$ cat config.mk
export PLATFORM = sky130hd
export DESIGN_NAME = risc_control_sequencer
export DESIGN_NICKNAME = d
export VERILOG_FILES = /design/src/rtl/risc_control_sequencer.sv
export SDC_FILE = /design/constraint.sdc
export NUM_CORES = 1
export LEC_CHECK = 0
export ABC_AREA = 1
export ABC_CLOCK_PERIOD_IN_PS = 1500
export BUFFER_PORTS_ARGS = -buffer_cell sky130_fd_sc_hd__buf_2
export CORE_MARGIN = 2
export CORE_UTILIZATION = 44
export CTS_BUF_LIST = sky130_fd_sc_hd__clkbuf_16
export CTS_CLUSTER_SIZE = 28
export DETAILED_ROUTE_END_ITERATION = 12
export GPL_TIMING_DRIVEN = 0
export PLACE_DENSITY = 0.82
export SLEW_MARGIN = 0
export SYNTH_ARGS = -nofsm -noshare
export SYNTH_HDL_FRONTEND = slang
export SYNTH_SLANG_ARGS = --single-unit
export TNS_END_PERCENT = 5
$ cat constraint.sdc
create_clock -name clk -period 1.5 [get_ports clk]
set_clock_uncertainty 0.1 [all_clocks]
set_input_delay 0.3 -clock clk [delete_from_list [all_inputs] [get_ports clk]]
set_output_delay 0.3 -clock clk [all_outputs]
set_load 0.005 [all_outputs]
$ cat src/rtl/risc_control_sequencer.sv
// Hardwired fetch/decode/execute sequencer for the 8-bit accumulator datapath.
// Produces the register/memory control word and bus select from state and opcode.
module risc_control_sequencer #(
  parameter logic [3:0] HALT_OPCODE = 4'hF,
  parameter logic [2:0] IDLE_SEL    = 3'd0
) (
  input  logic        clk,
  input  logic        rst,
  input  logic        run,
  input  logic [3:0]  instruction,
  output logic [23:0] reg_mem_ctrl,
  output logic [2:0]  bus_ctrl,
  output logic        halted,
  output logic [2:0]  state,
  output logic [7:0]  instr_count
);

  typedef enum logic [2:0] {
    S_FETCH0 = 3'd0,
    S_FETCH1 = 3'd1,
    S_DECODE = 3'd2,
    S_EXEC0  = 3'd3,
    S_EXEC1  = 3'd4,
    S_HALT   = 3'd5
  } state_t;

  // Field base bits; within a field: +0 load, +1 inc, +2 clear.
  localparam int AR_LSB  = 3;
  localparam int PC_LSB  = 6;
  localparam int DR_LSB  = 9;
  localparam int AC_LSB  = 12;
  localparam int IR_LSB  = 15;
  localparam int MEM_RD  = 21;
  localparam int MEM_WR  = 22;
  localparam int F_LOAD  = 0;
  localparam int F_INC   = 1;
  localparam int F_CLR   = 2;

  localparam logic [2:0] BUS_AR  = 3'd1;
  localparam logic [2:0] BUS_PC  = 3'd2;
  localparam logic [2:0] BUS_AC  = 3'd4;
  localparam logic [2:0] BUS_IR  = 3'd5;
  localparam logic [2:0] BUS_MEM = 3'd7;

  localparam logic [23:0] RESET_WORD = 24'h104920;

  localparam logic [3:0] OP_STA = 4'h5;
  localparam logic [3:0] OP_JMP = 4'h7;
  localparam logic [3:0] OP_INA = 4'h8;
  localparam logic [3:0] OP_CLA = 4'h9;

  state_t      state_q, state_d;
  logic [7:0]  count_q;
  logic        retire;
  logic        is_halt_op;
  logic        needs_operand;
  logic [23:0] ctrl;
  logic [2:0]  bus_sel;
  logic        halted_w;

  assign is_halt_op    = (instruction == HALT_OPCODE);
  assign needs_operand = instruction inside {4'h0, 4'h1, 4'h2, 4'h3, 4'h4, 4'h6};

  always_comb begin
    state_d = S_FETCH0;
    retire  = 1'b0;
    case (state_q)
      S_FETCH0: state_d = run ? S_FETCH1 : S_FETCH0;
      S_FETCH1: state_d = S_DECODE;
      S_DECODE: state_d = S_EXEC0;
      S_EXEC0: begin
        if (is_halt_op) begin
          state_d = S_HALT;
          retire  = 1'b1;
        end else if (needs_operand) begin
          state_d = S_EXEC1;
        end else begin
          state_d = S_FETCH0;
          retire  = 1'b1;
        end
      end
      S_EXEC1: retire = 1'b1;
      S_HALT:  state_d = S_HALT;
      default: state_d = S_FETCH0;
    endcase
  end

  // Reset forces the clear word regardless of state so the datapath clears on the same edge.
  always_comb begin
    ctrl     = '0;
    bus_sel  = IDLE_SEL;
    halted_w = 1'b0;
    if (rst) begin
      ctrl = RESET_WORD;
    end else begin
      case (state_q)
        S_FETCH0: begin
          if (run) begin
            bus_sel              = BUS_PC;
            ctrl[AR_LSB+F_LOAD]  = 1'b1;
          end
        end
        S_FETCH1: begin
          bus_sel              = BUS_MEM;
          ctrl[MEM_RD]         = 1'b1;
          ctrl[IR_LSB+F_LOAD]  = 1'b1;
          ctrl[PC_LSB+F_INC]   = 1'b1;
        end
        S_DECODE: begin
          bus_sel              = BUS_IR;
          ctrl[AR_LSB+F_LOAD]  = 1'b1;
        end
        S_EXEC0: begin
          if (is_halt_op) begin
            ctrl = '0;
          end else if (needs_operand) begin
            bus_sel              = BUS_MEM;
            ctrl[MEM_RD]         = 1'b1;
            ctrl[DR_LSB+F_LOAD]  = 1'b1;
          end else begin
            case (instruction)
              OP_STA: begin
                bus_sel      = BUS_AC;
                ctrl[MEM_WR] = 1'b1;
              end
              OP_JMP: begin
                bus_sel              = BUS_AR;
                ctrl[PC_LSB+F_LOAD]  = 1'b1;
              end
              OP_INA:  ctrl[AC_LSB+F_INC] = 1'b1;
              OP_CLA:  ctrl[AC_LSB+F_CLR] = 1'b1;
              default: ctrl = '0;
            endcase
          end
        end
        S_EXEC1: ctrl[AC_LSB+F_LOAD] = 1'b1;
        S_HALT:  halted_w = 1'b1;
        default: ctrl = '0;
      endcase
    end
  end

  always_ff @(posedge clk) begin
    if (rst) begin
      state_q <= S_FETCH0;
      count_q <= 8'd0;
    end else begin
      state_q <= state_d;
      if (retire) begin
        count_q <= count_q + 8'd1;
      end
    end
  end

  assign reg_mem_ctrl = ctrl;
  assign bus_ctrl     = bus_sel;
  assign halted       = halted_w;
  assign state        = state_q;
  assign instr_count  = count_q;

endmodule

### After elaboration in Yosys (flattened, before gate mapping)

Cells that the tools add are included.

| storage, ports and cells | value |
|---|---|
| output and inout bits | 39 |
| word-level logic and storage cells | 58 |
| register bits after elaboration | 11 |
| input port bits | 7 |

| cells by class | value |
|---|---|
| reduce and logical (&&, ||, !) cells | 3 |
| equality and inequality tests | 15 |
| add/sub/neg operators | 1 |
| mux-type cells | 37 |

Operators by type and width:

| cell | count |
|---|---|
| $mux W24 | 2 |
| $mux W3 | 7 |
| $eq A4 B3 Y1 const B | 4 |
| $pmux W3 S5 | 1 |
| $eq A4 B4 Y1 const B | 3 |
| $mux W1 | 12 |
| $pmux W3 S4 | 1 |
| $mux W5 | 2 |
| $pmux W1 S2 | 5 |
| $add A8 B1 Y8 const B | 1 |
| $eq A4 B2 Y1 const B | 2 |
| $mux W7 | 1 |
| $eq A3 B2 Y1 const B | 2 |
| $eq A3 B3 Y1 const B | 2 |
| $mux W2 | 3 |
| $pmux W3 S2 | 1 |
| $reduce_bool A6 Y1 | 1 |
| $eq A4 B1 Y1 const B | 1 |
| $logic_not A4 Y1 | 1 |
| $mux W4 | 1 |
| $eq A3 B1 Y1 const B | 1 |
| $logic_not A3 Y1 | 1 |
| $pmux W1 S3 | 1 |

### Logic depth before layout (Yosys ltp)

| depth | value |
|---|---|
| word-level depth | 6 |
| depth in mapped cells | 8 |
| depth with buffers taken out | 7 |

### Least setup slack after synthesis

OpenSTA, ideal clock, no wires.

| timing path | value |
|---|---|
| kind | reg-to-output |
| start | reg state_q[1], in the netlist state[1] |
| end | out bus_ctrl[0] |
| required time | 1.100 ns |
| data arrival time | 1.031 ns |
| buffers on the path | 0 |
| cell stages (with the launch flop) | 7 |
| setup slack | 0.069 ns |
| path through | dfxtp_1 > nand2_2 > nor2_4 > nand3_1 > nand2_1 > nor2_1 > nor2_1 |

| between the ends | value |
|---|---|
| word-level cells in the longest chain between the ends | 3 |
| elaborated cells between the ends (all ways) | 6 |
| those cells by class | eq/ne: 3; mux: 2; reduce/logical: 1 |

Ends and longest elaborated chain:

| what | RTL line | RTL |
|---|---|---|
| start: declaration | 52 | `state_t state_q, state_d;` |
| start signal: assignment | 148 | `state_q <= state_d;` |
| $eq A3 B2 Y1, or another cell as far along | 96 | `case (state_q)` |
| $pmux W3 S4 (*) | 96 |  |
| $mux W3 (*) | 93 | `if (rst) begin` |
| end: declaration | 12 | `output logic [2:0] bus_ctrl,` |

Every way passes the cells marked *; elsewhere a longest branch is shown, timed or not.

### Worst setup path in the final report

Ends and elaborated chain as after synthesis.

==> impl_metrics.tcl <==
set metrics [dict create \
    cp-end-kind "output pin" \
    die_y_um 48.30 \
    reg2reg_depth 9 \
    finalMaxSlewViolations 0 \
    syn_area_um2 863.3 \
    ys_types 26 \
    dieArea_um2 2332 \
    via_per_inst 4.512 \
    rows 16 \
    ys_warn_count 0 \
    wl_per_cell_um 9.957 \
    cts.sinks 11 \
    final_cell_area_um2 1270 \
    crit_path_frequent_cell "nor2_1" \
    numCtsBuffers 3 \
    hold_path_class "input port to flip-flop" \
    drt-initial-drc-count 13 \
    areaGrowthSynthToFinish_pct 47.10 \
    fillers 161 \
    fin_crit_sh_pct 111.9 \
    io_buffer_count 35 \
    grt_max_degree 11 \
    wl_met3_um 144 \
    postPlaceCellArea_um2 1106 \
    p_leak_nw 0.7275 \
    wl_met1_um 849 \
    cts-root-buf "clkbuf_16" \
    ant_nets 0 \
    hold_end "instr_count[2]" \
    ios 46 \
    clk_latency_ps 240 \
    max_stage_delay_ps 380 \
    finalSetupViolations 13 \
    netlist_instances 133 \
    antenna_cells 0 \
    r2r_slack_ps 70 \
    power.density_nw_per_um2 751.4 \
    vdd_drop_max_uv 632.4 \
    regArea_um2 230.2 \
    cts_tree "built" \
    critical_path_class "flip-flop to output pin" \
    grt_overflow_total 0 \
    power_mw 0.9543 \
    grt_pass1_wl_um 2801 \
    antenna_found_initial 0 \
    ys_seq_area_share_pct 25.51 \
    hold_ws_ps 261.1 \
    setup_ws_ps -178.3 \
    grtUsageTotal_pct 17.04 \
    required_ps 1100 \
    core-area_um2 1902 \
    postSynthAreaPerCell_um2 6.491 \
    dp_hpwl_um 1543 \
    ys_seq_elements 11 \
    multi_input_area_um2 533.0 \
    yosys.area.top_type "dfxtp_1" \
    gp_routability_congestion 0.8190 \
    wl_met2_um 1107 \
    violations "setup timing" \
    vias 952 \
    clkTransAtPathRegs_ps 40 \
    reg2reg_to "instr_count[6]" \
    startpoint_type "flip-flop" \
    top_layer_used "met3" \
    start_util_pct 45.39 \
    drv_cap 0 \
    cp_max_fo 6 \
    whs_path_depth 2 \
    outcome "finished with violations" \
    cts_max_level 1 \
    reg2reg_from "state[1]" \
    cts_max_path_buffers 2 \
    grt_setup_unrepaired "yes" \
    synth_area_leaders "dfxtp_1, buf_4, nor2_1, nand2_1, inv_1" \
    drcViolationCount 0 \
    cp_top_family "simple AND/OR/NAND/NOR gates" \
    synth_top_area_share_pct 25.51 \
    crit_chain "nand2_4, nor2_4, nand3_4, nand2_1, nor2_1, nor2_1, buf_2" \
    slowest_stage "dfxtp_4" \
    wl_um 2101 \
    finalHoldViolations 0 \
    final_nets 193 \
    period_needed_ps 1678 \
    hold_start "rst" \
    critPathBufInv 1 \
    worst_ep_arrival_time_ps 1280 \
    max_freq_mhz 595.8 \
    drtPass1Iterations 4 \
    die_x_um 48.30 \
    drive_gt1_share_pct 44.57 \
    grt_pass1_vias 731 \
]
==> cells in the final DEF, fill, tap and decap left out, drive strengths merged, types with 2 or more instances in the layout <==
cell / instances
a21oi: 8
nor3: 2
clkbuf: 4
nor2: 30
buf: 54
o21ai: 4
inv: 16
conb: 10
nand3: 12
nand2: 27
dfxtp: 11
==> routing by layer <==
metal,vias to the layer above,GRT usage (%)
li1,494,-
met1,421,18.85
met2,37,31.05
met3,0,4.444
met4,0,5.946
met5,-,0
==> state kept, by name (all words and copies together) (netlist names) <==
name	cells
instr_count	8
state	3
==> Yosys cell counts <==
| master | instances |
|---|---|
| nor4_1 | 1 |
| inv_1 | 15 |
| o21ai_1 | 1 |
| nand2_1 | 23 |
| nor3_1 | 2 |
| xor2_1 | 1 |
| ha_1 | 1 |
| o21ai_0 | 2 |
| nor2_4 | 1 |
| nand3_2 | 1 |
| a31oi_1 | 1 |
| clkinv_1 | 1 |
| o21ai_2 | 1 |
| buf_4 | 15 |
| a21oi_2 | 5 |
| nand2_2 | 2 |
| dfxtp_1 | 11 |
| buf_12 | 1 |
| clkbuf_1 | 1 |
| nand3b_1 | 1 |
| a21oi_1 | 3 |
| nor2_1 | 28 |
| conb_1 | 1 |
| nand2_4 | 2 |
| nand3_1 | 11 |
| nor2_2 | 1 |
==> worst register-to-register path, cell delays in order, from the launching register on <==
cell     delay, ps
dfxtp_4        380
nand2_4         50
nor2_4         170
buf_4          160
nand2_4         50
nand2_4         90
buf_12         140
nand3_2         60
nand2_1         80
nor2_2          40
==> area by class of cell <==
type	count	area share, %
clock inverter	1	0.2956
timing repair buffer	38	15.57
tap	27	2.660
multi-input combinational	98	41.97
clock buffer	3	5.911
inverter	16	4.729
sequential	11	18.13
buffer	17	10.74
==> per-stage QoR <==
stage | worst slack (ps) | instances | util (%) | setup TNS (ps)
final | -178.3 | 211 | 66.78 | -1506
after global routing | -236.4 | 211 | 66.78 | -2471
after CTS | -210.1 | 209 | 63.68 | -1432
after detailed placement | -149.2 | 204 | 58.16 | -704.2
after global placement | -103.6 | 204 | 58.16 | -383.3
after floorplan | 68.53 | 142 | - | 0
==> report_power, final <==
group	switching [mW]	leakage, nW	total, mW	internal [mW]
logic	0.0891	0.594	0.169	0.0800
clock network	0.124	0.0423	0.473	0.349
registers	0.0111	0.0914	0.312	0.301
==> kinds of logic (layout without fill, tap and decap cells) <==
group / count (synthesis) / after routing / synth area share (%)
and+or+nand+nor: 73 / 73 / 38.55
buffers and inverters: 33 / 75 / 22.75
AOI/OAI and AO/OA: 13 / 13 / 10.29
DFF: 11 / 11 / 25.51
adders and majority gates: 1 / 1 / 1.449
other: 1 / 10 / 0.4344
xor gates and xnor gates: 1 / 1 / 1.015
==> worst max path at each step <==
stage | slack (ps) | from | endpoint | cells past startpoint
floorplan | 70 | state[1] | bus_ctrl[0] | 6
global route | -240 | state[1] | bus_ctrl[0] | 7
global placement | -100 | state[1] | bus_ctrl[2] | 7
CTS | -210 | state[0] | reg_mem_ctrl[13] | 5
detailed placement | -150 | state[1] | bus_ctrl[0] | 7
finish | -180 | state[1] | bus_ctrl[0] | 7
==> repair_timing <==
action,4_1_cts,5_1_grt
resized for setup,7,11
setup endpoints to repair,14,15
pin swaps,2,3
buffers inserted,1,2
hold buffers,0,0
No activity file was read; power rests on OpenSTA's default activity.
